--- src/rtl/seq_count_bcd_pkg.sv ---
// rtl/seq_count_bcd_pkg.sv - shared types and constants for the BCD down counter
package seq_count_bcd_pkg;

    typedef enum logic [1:0] {
        IDLE = 2'd0,
        RUN  = 2'd1,
        DONE = 2'd2
    } state_t;

    typedef logic [3:0] bcd_digit_t;

    localparam bcd_digit_t BCD_MAX = 4'd9;

endpackage

--- src/rtl/seq_count_bcd_dec_down_digit.sv ---
// rtl/seq_count_bcd_dec_down_digit.sv - one combinational BCD digit decrementer with borrow chain
//
// Module bcd_digit_dec
//   digit_in   : current BCD digit (0..9)
//   borrow_in  : 1 when this digit must decrement
//   digit_out  : decremented (or passed-through) digit
//   borrow_out : 1 when this digit wrapped 0 -> 9 and the next digit must decrement
module bcd_digit_dec
    import seq_count_bcd_pkg::*;
(
    input  bcd_digit_t digit_in,
    input  logic       borrow_in,
    output bcd_digit_t digit_out,
    output logic       borrow_out
);

    always_comb begin
        digit_out  = digit_in;
        borrow_out = 1'b0;
        if (borrow_in) begin
            if (digit_in == 4'd0) begin
                digit_out  = BCD_MAX;
                borrow_out = 1'b1;
            end else begin
                digit_out  = digit_in - 4'd1;
            end
        end
    end

endmodule

--- src/rtl/seq_count_bcd_dec_down.sv ---
// rtl/seq_count_bcd_dec_down.sv - multi-digit BCD countdown timer with load, enable and done pulse
//
// Parameters
//   NDIGITS  : number of BCD digits (1..8), count width 4*NDIGITS
// Ports
//   clk      : clock, all state changes on posedge
//   reset    : asynchronous active-high reset
//   load     : load request, highest priority in every state
//   load_val : BCD start value, digit 0 in [3:0]; digits above 9 are clamped to 9
//   en       : count enable, one decrement per cycle while running
//   out      : current BCD count
//   busy     : high while running
//   done     : one-cycle terminal-count pulse
// Build option
//   SEQ_COUNT_BCD_WRAP_EN : when defined, the counter reloads itself after each
//                           done pulse (periodic); otherwise it stops at 0 (one-shot).
module seq_count_bcd_dec_down #(
    parameter int NDIGITS = 2
) (
    input  logic                 clk,
    input  logic                 reset,
    input  logic                 load,
    input  logic [4*NDIGITS-1:0] load_val,
    input  logic                 en,
    output logic [4*NDIGITS-1:0] out,
    output logic                 busy,
    output logic                 done
);
    import seq_count_bcd_pkg::*;

    localparam int W = 4 * NDIGITS;
    localparam logic [W-1:0] COUNT_ONE = {{(W-1){1'b0}}, 1'b1};

    state_t          state_q, state_d;
    logic [W-1:0]    out_q, out_d;
    logic [W-1:0]    reload_q, reload_d;
    logic [W-1:0]    load_san;
    logic [W-1:0]    dec_val;
    logic [NDIGITS:0] borrow;
    logic            dec_issue;

    // A decrement is only requested for a nonzero count, so the borrow out of
    // the top digit can never be set.
    assign dec_issue = (state_q == RUN) && en && !load && (out_q != '0);
    assign borrow[0] = dec_issue;

    for (genvar g = 0; g < NDIGITS; g++) begin : g_digit
        assign load_san[4*g +: 4] = (load_val[4*g +: 4] > BCD_MAX) ? BCD_MAX
                                                                   : load_val[4*g +: 4];

        bcd_digit_dec u_dec (
            .digit_in   (out_q[4*g +: 4]),
            .borrow_in  (borrow[g]),
            .digit_out  (dec_val[4*g +: 4]),
            .borrow_out (borrow[g+1])
        );
    end

    logic unused_top_borrow;
    assign unused_top_borrow = borrow[NDIGITS];

    always_comb begin
        state_d  = state_q;
        out_d    = out_q;
        reload_d = reload_q;

        if (load) begin
            out_d    = load_san;
            reload_d = load_san;
            state_d  = (load_san != '0) ? RUN : IDLE;
        end else begin
            case (state_q)
                IDLE: begin
                    state_d = IDLE;
                end
                RUN: begin
                    if (dec_issue) begin
                        out_d = dec_val;
                        if (out_q == COUNT_ONE) begin
                            state_d = DONE;
                        end
                    end
                end
                DONE: begin
`ifdef SEQ_COUNT_BCD_WRAP_EN
                    state_d = RUN;
                    out_d   = reload_q;
`else
                    state_d = IDLE;
`endif
                end
                default: begin
                    state_d = IDLE;
                end
            endcase
        end
    end

`ifndef SEQ_COUNT_BCD_WRAP_EN
    // The reload value is still captured so both builds share one register map.
    logic [W-1:0] unused_reload;
    assign unused_reload = reload_q;
`endif

    always_ff @(posedge clk or posedge reset) begin
        if (reset) begin
            state_q  <= IDLE;
            out_q    <= '0;
            reload_q <= '0;
        end else begin
            state_q  <= state_d;
            out_q    <= out_d;
            reload_q <= reload_d;
        end
    end

    assign out  = out_q;
    assign busy = (state_q == RUN);
    assign done = (state_q == DONE);

endmodule
--- config.mk ---
export PLATFORM = sky130hd
export DESIGN_NAME = seq_count_bcd_dec_down
export DESIGN_NICKNAME = d
export VERILOG_FILES = /design/src/rtl/seq_count_bcd_pkg.sv /design/src/rtl/seq_count_bcd_dec_down_digit.sv /design/src/rtl/seq_count_bcd_dec_down.sv
export SDC_FILE = /design/constraint.sdc
export NUM_CORES = 1
export LEC_CHECK = 0
export BUFFER_PORTS_ARGS = -buffer_cell sky130_fd_sc_hd__buf_2
export CORE_MARGIN = 1.5
export CORE_UTILIZATION = 44
export DETAILED_ROUTE_END_ITERATION = 8
export PLACE_DENSITY = 0.85
export SLEW_MARGIN = 30
export SYNTH_ARGS = -nofsm -noshare
export SYNTH_HDL_FRONTEND = slang
export SYNTH_HIERARCHICAL = 1
export SYNTH_SLANG_ARGS = --single-unit
--- constraint.sdc ---
create_clock -name clk -period 2.2 [get_ports clk]
set_clock_uncertainty 0.1 [all_clocks]
set_input_delay 0.44 -clock clk [delete_from_list [all_inputs] [get_ports clk]]
set_output_delay 0.44 -clock clk [all_outputs]
set_load 0.05 [all_outputs]
==> run_results.csv, run 1 <==
group,metric,value,unit
routing,via_per_inst,6.117,
yosys,syn_inst,77,
clock_tree,ctsHoldBuffers,0,
floorplan,die_h,43.72,um
final_layout,fin_area,1002,um^2
global_route,grt_overflow,0,
place,dpl.cell_count,124,
yosys,syn-num-nets,89,
sta,drv_slew,0,
clock_tree,cts_max_level,1,
yosys,synth_area,729.5,um^2
floorplan,dieArea,1911,um^2
worst_setup_path,r2r-start,"state_q[1]",
worst_setup_path,critPathSlowestCell,"or4b_1",
worst_setup_path,worstPathRequired,2.33,ns
sta,fmax,475.3,MHz
routing,dr.pass1.iters,4,
worst_setup_path,crit_top_cell,"nand2b_4",
worst_setup_path,rrSetupSlack,0.1,ns
sta,finalCritPeriodShare,0.9564,
sta,worst_pin_slew,0.4117,ns
routing,drc,0,
routing,ant_nets,0,
flow_run,cap_viol_max_count,0,
worst_setup_path,cp_data_arrival_time,2.23,ns
power,ir_worst_vdd,0.5602,mV
yosys,yosysWarnings,6,
worst_setup_path,r2r_cells,8,
global_route,grt_pass1_wl,3160,um
sta,layout_min_cycle_time,2.104,ns
worst_setup_path,worstPathCellList,"and4bb_2 > o21a_4 > nand2b_4 > nor4_4 > nand2b_4 > or4b_1 > nand2_1 > a21bo_2",
yosys,postSynthAreaPerCell,9.473,um^2
worst_setup_path,critPathMaxFanout,5,
final_layout,drive_above_1_share,0.5179,
clock_tree,numCtsBuffers,3,
worst_hold_path,hp-class,"in -> async",
final_layout,fin_nets,125,
floorplan,die-width,43.72,um
final_layout,final_cells,128,
worst_setup_path,worst-path-buf-inv,0,
power,p_leak,0.0004631,uW
worst_setup_path,critPathLaunchType,"flop",
routing,num_vias,783,
worst_setup_path,max_stage_delay,0.47,ns
worst_setup_path,critPathKind,"reg -> reg",
global_route,track_usage,0.2289,
final_layout,diodes,0,
place,gp_congestion,0.8637,
clock_tree,cts_tree,"yes",
sta,relSlewSlack,0.7252,
floorplan,ios,22,
global_route,first_global_vias,692,
routing,wirelength,1955,um
sta,hold_viol,0,
global_route,grt_max_degree,11,
clock_tree,clockRootBuffer,"clkbuf_4",
clock_tree,cts.path.max_buffers,2,
worst_setup_path,worstSetupPathDepth,8,
clock_tree,clock-sinks,10,
power,p_per_area,645.5,nW/um^2
place,postPlaceCellArea,962.2,um^2
status,status,"finished clean",
final_layout,area_growth,37.39,%
routing,drt_iter0_drc,16,
place,io_buffers,21,
floorplan,core,1524,um^2
place,hpwl,1476,um
sta,finalSetupViolCount,0,
worst_setup_path,r2r-end,"out[6]",
worst_setup_path,crit_path_end_kind,"flop",
global_route,antenna_found_initial,0,
sta,rsz0062_at_grt,"true",
clock_tree,clk_latency,0.28,ns
routing,avgRoutedWirePerCell,15.27,um
power,total_power,646.9,uW
clock_tree,clk_pin_slew,0.07,ns
worst_setup_path,critPathTopFamily,"simple AND/OR/NAND/NOR gates",
floorplan,start_util,0.4787,
floorplan,num_rows,14,
final_layout,utilization,0.6576,
[sequential cells by signal, indices dropped and copies added, names as in the netlist]
register	flops
out	8
state_q	2
[through the flow]
| stage | worst slack [ns] | TNS, ns | hold slack, ns |
|---|---|---|---|
| floorplan | -0.1901 | -0.4472 | 0.1797 |
| global placement | 0.04035 | 0 | 0.3355 |
| detailed placement | -0.02523 | -0.02523 | 0.3439 |
| CTS | 0.06907 | 0 | 0.04650 |
| global route | -0.01800 | -0.01800 | 0.07933 |
| finish | 0.09602 | 0 | 0.03509 |
[layout make-up]
cell class / count / area [um^2]
clock buffers: 4 / 36.28
fillers: 132 / 521.8
inverters: 5 / 18.77
multi-input cells: 59 / 465.4
flip-flops and latches: 10 / 259.0
well taps: 16 / 20.02
repair buffers: 34 / 202.7
[worst reg2reg max path: cells and delay by family (launching register included)]
kind,cells,cell delay [ns]
AOI/OAI and AO/OA,2,0.26
DFF,1,0.41
and+or+nand+nor,6,1.27
[report_power, final]
| part | internal, uW | total (uW) | switching, uW |
|---|---|---|---|
| sequential | 205 | 222 | 17.2 |
| clock | 101 | 170 | 69.1 |
| combinational | 93.7 | 255 | 161 |
[worst max-delay path by stage]
stage	endpoint	from
2_1_floorplan	out[7]	out[5]
3_3_place_gp	out[6]	load
3_5_place_dp	out[6]	load
4_1_cts	out[7]	out[3]
5_1_grt	out[6]	state_q[1]
6_report	out[6]	state_q[1]
[layout by cell type, fill, tap and decap left out, types with 4 or more instances in the layout]
| cell type | n |
|---|---|
| buf_4 | 13 |
| dfrtp_2 | 7 |
| xor2_1 | 4 |
| buf_2 | 21 |
| inv_1 | 5 |
| a32oi_1 | 5 |
| o21ai_0 | 9 |
[what timing repair did]
action / in CTS / in global routing
gates resized for setup: 0 / 1
hold endpoints to repair: 0 / 0
buffers inserted: 0 / 0
setup endpoints to repair: 0 / 2
[per-layer routing]
metal | routed length (um) | global-route usage
met1 | 892 | 0.3272
met2 | 920 | 0.3441
met3 | 111 | 0.03750
met4 | 30 | 0.09091
met5 | 0 | 0
(Power assumes the default switching activity.)
==> run 2, diff against run 1 <==
==> constraint.sdc (replaced) <==
create_clock -name clk -period 2.2 [get_ports clk]
set_clock_uncertainty 0.1 [all_clocks]
set_input_delay 0.44 -clock clk [delete_from_list [all_inputs] [get_ports clk]]
set_output_delay 0.44 -clock clk [all_outputs]
set_load 0.01 [all_outputs]
==> run_results.csv, run 2 (synthesized netlist as in run 1, its figures left out) <==
group,metric,value,unit
routing,wirelength,1972,um
worst_setup_path,worstPathRequired,2.31,ns
sta,hold_viol,0,
clock_tree,cts_max_level,1,
floorplan,die-width,43.72,um
place,postPlaceCellArea,945.9,um^2
sta,fin_tns_setup,0,ns
sta,rsz0062_at_grt,"true",
final_layout,layout_common_cells,"buf_2, buf_4, o21ai_0, dfrtp_1",
power,internal_power,395.8,uW
worst_setup_path,cp_data_arrival_time,2.23,ns
worst_setup_path,critPathSlowestCell,"or4b_1",
clock_tree,clk_latency,0.28,ns
global_route,antenna_found_initial,0,
sta,relSlewSlack,0.7271,
power,p_switching,189.0,uW
routing,avgRoutedWirePerCell,15.53,um
clock_tree,clock-sinks,10,
sta,layout_min_cycle_time,2.119,ns
floorplan,die_h,43.72,um
global_route,grt_overflow,0,
clock_tree,cts_resized,0,
routing,drc,0,
power,combPwrFrac,0.337,
floorplan,ios,22,
power,sw_frac_of_total,0.3231,
place,hpwl,1517,um
routing,dr.pass1.iters,4,
worst_setup_path,critPathLaunchType,"flop",
place,gp_congestion,0.8307,
worst_setup_path,critPathKind,"reg -> reg",
worst_setup_path,r2r_cells,8,
sta,fmax,471.9,MHz
final_layout,fill_cells,127,
worst_setup_path,worst-path-buf-inv,0,
final_layout,final_common_cell,"buf_2",
place,dp_slack,-0.01732,ns
worst_setup_path,critPathMaxFanout,5,
clock_tree,clk_pin_slew,0.07,ns
sta,hold_ws,0.03702,ns
final_layout,drive_above_1_share,0.4505,
routing,num_vias,773,
power,power_frac_seq,0.370,
floorplan,dieArea,1911,um^2
power,ir_worst_vdd,0.3277,mV
global_route,first_global_vias,728,
worst_setup_path,max_stage_delay,0.48,ns
place,dpl.cell_count,123,
clock_tree,cts_tree,"yes",
sta,worst_pin_slew,0.4088,ns
sta,drv_slew,0,
routing,drt_iter0_drc,23,
final_layout,largest_reg_flops,8,
floorplan,core,1524,um^2
worst_setup_path,critPathTopFamily,"simple AND/OR/NAND/NOR gates",
power,p_per_area,595.4,nW/um^2
final_layout,fin_area,982.2,um^2
floorplan,start_util,0.4787,
power,p_leak,0.0004634,uW
global_route,grt_max_degree,11,
status,status,"finished clean",
worst_setup_path,worstSetupPathDepth,8,
routing,via_per_inst,6.087,
final_layout,diodes,0,
routing,ant_nets,0,
sta,finalSetupViolCount,0,
worst_setup_path,crit_path_end_kind,"flop",
clock_tree,ctsHoldBuffers,0,
global_route,track_usage,0.2438,
clock_tree,numCtsBuffers,3,
final_layout,final_cells,127,
final_layout,fin_nets,124,
clock_tree,clockRootBuffer,"clkbuf_4",
global_route,grt_pass1_wl,3367,um
sta,setup_ws,0.08087,ns
worst_hold_path,hp-class,"in -> async",
clock_tree,postCtsSetupBuffers,0,
floorplan,num_rows,14,
power,p_clk_frac,0.293,
worst_setup_path,worstPathCellList,"and4bb_2 > o21a_4 > nand2b_4 > nor4_4 > nand2b_4 > or4b_1 > nand2_1 > a21bo_2",
sta,finalCritPeriodShare,0.9632,
worst_setup_path,crit_top_cell,"nand2b_4",
clock_tree,cts.path.max_buffers,2,
place,io_buffers,21,
flow_run,cap_viol_max_count,0,
final_layout,area_growth,34.65,%
==> run 2: power groups by stage <==
stage	sequential (uW)	combinational (uW)	clock [uW]
after detailed placement	220	193	0
final	216	197	172
after CTS	216	195	172
after global routing	219	215	178
after floorplan	245	86.9	0
after global placement	218	188	0
==> run 2: final cells by class <==
type,count,area (um^2),area share
multi-input cells,59,460.4,0.4688
clock buffers,4,36.28,0.03694
inverters,5,18.77,0.01911
well taps,16,20.02,0.02038
repair buffers,33,195.2,0.1987
flip-flops and latches,10,251.5,0.2561
==> run 2: per-stage QoR <==
stage | utilization | power (uW)
floorplan | - | 331.5
global placement | 0.6207 | 406.5
detailed placement | 0.6207 | 412.9
CTS | 0.6445 | 584.0
global route | 0.6445 | 612.4
finish | 0.6445 | 584.8
==> run 2: final timing paths <==
check	from	endpoint	slack (ns)
min reg2reg	state_q[1]	state_q[0]	0.43
min	reset	state_q[0]	0.04
max in group asynchronous	reset	out[7]	1.65
min in group clk	load_val[2]	out[2]	0.31
max reg2reg	state_q[1]	out[6]	0.08
max	state_q[1]	out[6]	0.08
==> run 2: routing by layer <==
layer | up-vias | routed length, um | GRT usage
li1 | 369 | - | -
met1 | 356 | 844 | 0.3255
met2 | 43 | 909 | 0.3647
met3 | 5 | 178 | 0.05000
met4 | 0 | 40 | 0.1394
met5 | - | 0 | 0
==> run 2: worst reg2reg max path, cell delays in order (launching register included) <==
cell	delay [ns]
dfrtp_1	0.41
and4bb_2	0.33
o21a_4	0.15
nand2b_4	0.06
nor4_4	0.23
nand2b_4	0.10
or4b_1	0.48
nand2_1	0.09
a21bo_2	0.12
==> run 3, diff against run 2 <==
--- a/config.mk
+++ b/config.mk
@@ -5,9 +5,10 @@
 export SDC_FILE = /design/constraint.sdc
 export NUM_CORES = 1
 export LEC_CHECK = 0
+export ABC_AREA = 1
 export BUFFER_PORTS_ARGS = -buffer_cell sky130_fd_sc_hd__buf_2
 export CORE_MARGIN = 1.5
-export CORE_UTILIZATION = 44
+export CORE_UTILIZATION = 45
 export DETAILED_ROUTE_END_ITERATION = 8
 export PLACE_DENSITY = 0.85
 export SLEW_MARGIN = 30
==> run_results.csv, run 3 <==
group,metric,value,unit
status,status,"finished clean",
sta,relSlewSlack,0.7430,
yosys,ys_top_cells_by_count,"nand2_1, nor2_1, nand3_1",
routing,via_per_inst,5.281,
yosys,syn_inst,127,
global_route,first_global_vias,755,
yosys,synth_top_area_cell,"dfrtp_1",
routing,dr.pass1.iters,4,
worst_setup_path,critPathSlowestCell,"dfrtp_1",
place,hpwl,1481,um
worst_setup_path,r2r-end,"out[7]",
yosys,postSynthAreaPerCell,6.295,um^2
sta,finalSetupViolCount,0,
power,p_leak,0.0005228,uW
sta,fin_tns_setup,0,ns
power,sw_frac_of_total,0.3896,
worst_setup_path,startpoint,"state_q[1]",
clock_tree,postCtsSetupBuffers,0,
place,gp_congestion,0.8624,
power,p_clk_frac,0.264,
sta,setup_ws,0.3003,ns
yosys,synth_top_area_share,0.3130,
worst_setup_path,critPathKind,"reg -> reg",
sta,layout_min_cycle_time,1.900,ns
sta,finalCritPeriodShare,0.8635,
worst_setup_path,cp_data_arrival_time,2.02,ns
place,dp_slack,0.1972,ns
routing,drc,0,
routing,avgRoutedWirePerCell,11.74,um
yosys,synth_area,799.5,um^2
sta,rsz0062_at_grt,"false",
worst_setup_path,r2r_cells,15,
clock_tree,clockRootBuffer,"clkbuf_4",
power,p_per_area,691.3,nW/um^2
final_layout,fin_nets,163,
power,combPwrFrac,0.345,
floorplan,ios,22,
yosys,synth_ff_type,"dfrtp_1",
power,ir_worst_vdd,0.3993,mV
yosys,seq_area_frac_synth,0.3130,
clock_tree,clock-sinks,10,
clock_tree,ctsHoldBuffers,0,
worst_setup_path,r2r-start,"state_q[1]",
final_layout,fill_cells,165,
sta,fmax,526.4,MHz
worst_setup_path,crit_path_end_kind,"flop",
worst_setup_path,critPathMaxFanout,6,
clock_tree,cts_tree,"yes",
clock_tree,numCtsBuffers,3,
power,power_frac_seq,0.391,
global_route,grt_pass1_wl,3153,um
worst_setup_path,critPathLaunchType,"flop",
floorplan,core,1689,um^2
sta,drv_slew,0,
final_layout,drive_above_1_share,0.2667,
power,internal_power,398.1,uW
yosys,synth_cell_types,22,
global_route,grt_max_degree,19,
floorplan,start_util,0.4733,
yosys,synth-seq-cells,10,
clock_tree,cts_resized,0,
clock_tree,clk_latency,0.27,ns
power,p_switching,254.1,uW
global_route,grt_overflow,0,
place,io_buffers,21,
worst_setup_path,crit_top_cell,"nand2_1",
worst_hold_path,hp-class,"in -> async",
worst_setup_path,max_stage_delay,0.40,ns
final_layout,layout_common_cells,"nand2_1, buf_2, nor2_1, nand3_1, inv_1",
clock_tree,cts_max_level,1,
floorplan,num_rows,15,
yosys,yosysWarnings,6,
yosys,synth-edff-count,0,
worst_setup_path,worstPathRequired,2.32,ns
final_layout,largest_reg_flops,8,
clock_tree,clk_pin_slew,0.08,ns
clock_tree,cts.path.max_buffers,2,
global_route,track_usage,0.2184,
routing,wirelength,1961,um
flow_run,cap_viol_max_count,0,
yosys,syn-num-nets,139,
sta,hold_viol,0,
yosys,async_flop_share,1.000,
floorplan,dieArea,2039,um^2
final_layout,diodes,0,
worst_setup_path,worstPathCellList,"inv_1 > nand3_1 > nor2_1 > o21ai_2 > inv_1 > nand3_2 > nor2_4 > nand3_2 > nor2_4 > inv_2 > nand2_1 > nand2_1 > o21ai_0 > nand2_1 > nand2_1",
sta,worst_pin_slew,0.3850,ns
final_layout,final_common_cell,"nand2_1",
yosys,yosys-top-cells-area,"dfrtp_1, nand2_1, nand3_1, nor2_1, inv_1",
routing,drt_iter0_drc,35,
worst_setup_path,rrSetupSlack,0.30,ns
final_layout,area_growth,18.00,%
floorplan,die-width,45.15,um
global_route,antenna_found_initial,0,
routing,num_vias,882,
routing,ant_nets,0,
floorplan,die_h,45.15,um
yosys,yosysMostFrequentCell,"nand2_1",
-- run 3: cells by family (layout without fill, tap and decap cells) --
kind of cell | Yosys count | after routing | share of synthesized area
simple gates | 80 | 80 | 0.4507
flops | 10 | 10 | 0.3130
buf+inv | 22 | 45 | 0.1252
xor+xnor | 2 | 2 | 0.02191
compound gates | 13 | 13 | 0.08920
-- run 3: per-stage QoR --
stage               instance area (um^2)  hold slack (ns)  total power, uW    util  instances
floorplan                          799.5           0.1802            412.0       -        127
global placement                   907.1           0.3361            472.8  0.5370        163
detailed placement                 907.1           0.3423            482.4  0.5370        163
CTS                                943.4          0.03480            659.1  0.5585        167
global route                       943.4          0.05526            699.3  0.5585        167
finish                             943.4          0.02468            652.2  0.5585        167
-- run 3: how the worst max path moves through the flow --
stage	to	slack, ns
final	out[7]	0.30
after global routing	out[5]	0.07
after CTS	out[5]	0.30
after detailed placement	out[7]	0.20
after global placement	out[5]	0.26
after floorplan	out[6]	0.21
-- run 3: metal layers --
layer | track usage | up-vias | part of all wire
li1 | - | 443 | -
met3 | 0.03600 | 4 | 0.037
met4 | 0.1471 | 0 | 0.017
met2 | 0.3686 | 25 | 0.51
met5 | 0 | - | 0
met1 | 0.2500 | 410 | 0.44
-- run 3: final cells by class --
type / instances / area, um^2 / area share
multi-input combinational: 95 / 449.2 / 0.4761
sequential: 10 / 250.2 / 0.2653
timing repair buffer: 22 / 112.6 / 0.1194
inverter: 19 / 73.82 / 0.07825
clock buffer: 4 / 36.28 / 0.03846
tap: 17 / 21.27 / 0.02255
-- run 3: worst max-delay path, delay by kind of cell, from the launching register on --
| kind | cells | cell delay (ns) |
|---|---|---|
| and+or+nand+nor | 10 | 0.97 |
| DFF | 1 | 0.40 |
| buffers and inverters | 3 | 0.24 |
| AOI/OAI and AO/OA | 2 | 0.14 |
-- run 3: power groups by stage --
stage	Sequential, uW	Combinational (uW)	Clock (uW)
after floorplan	259	153	0
after global placement	254	219	0
after detailed placement	258	224	0
after CTS	254	225	179
after global routing	260	254	185
final	255	225	172
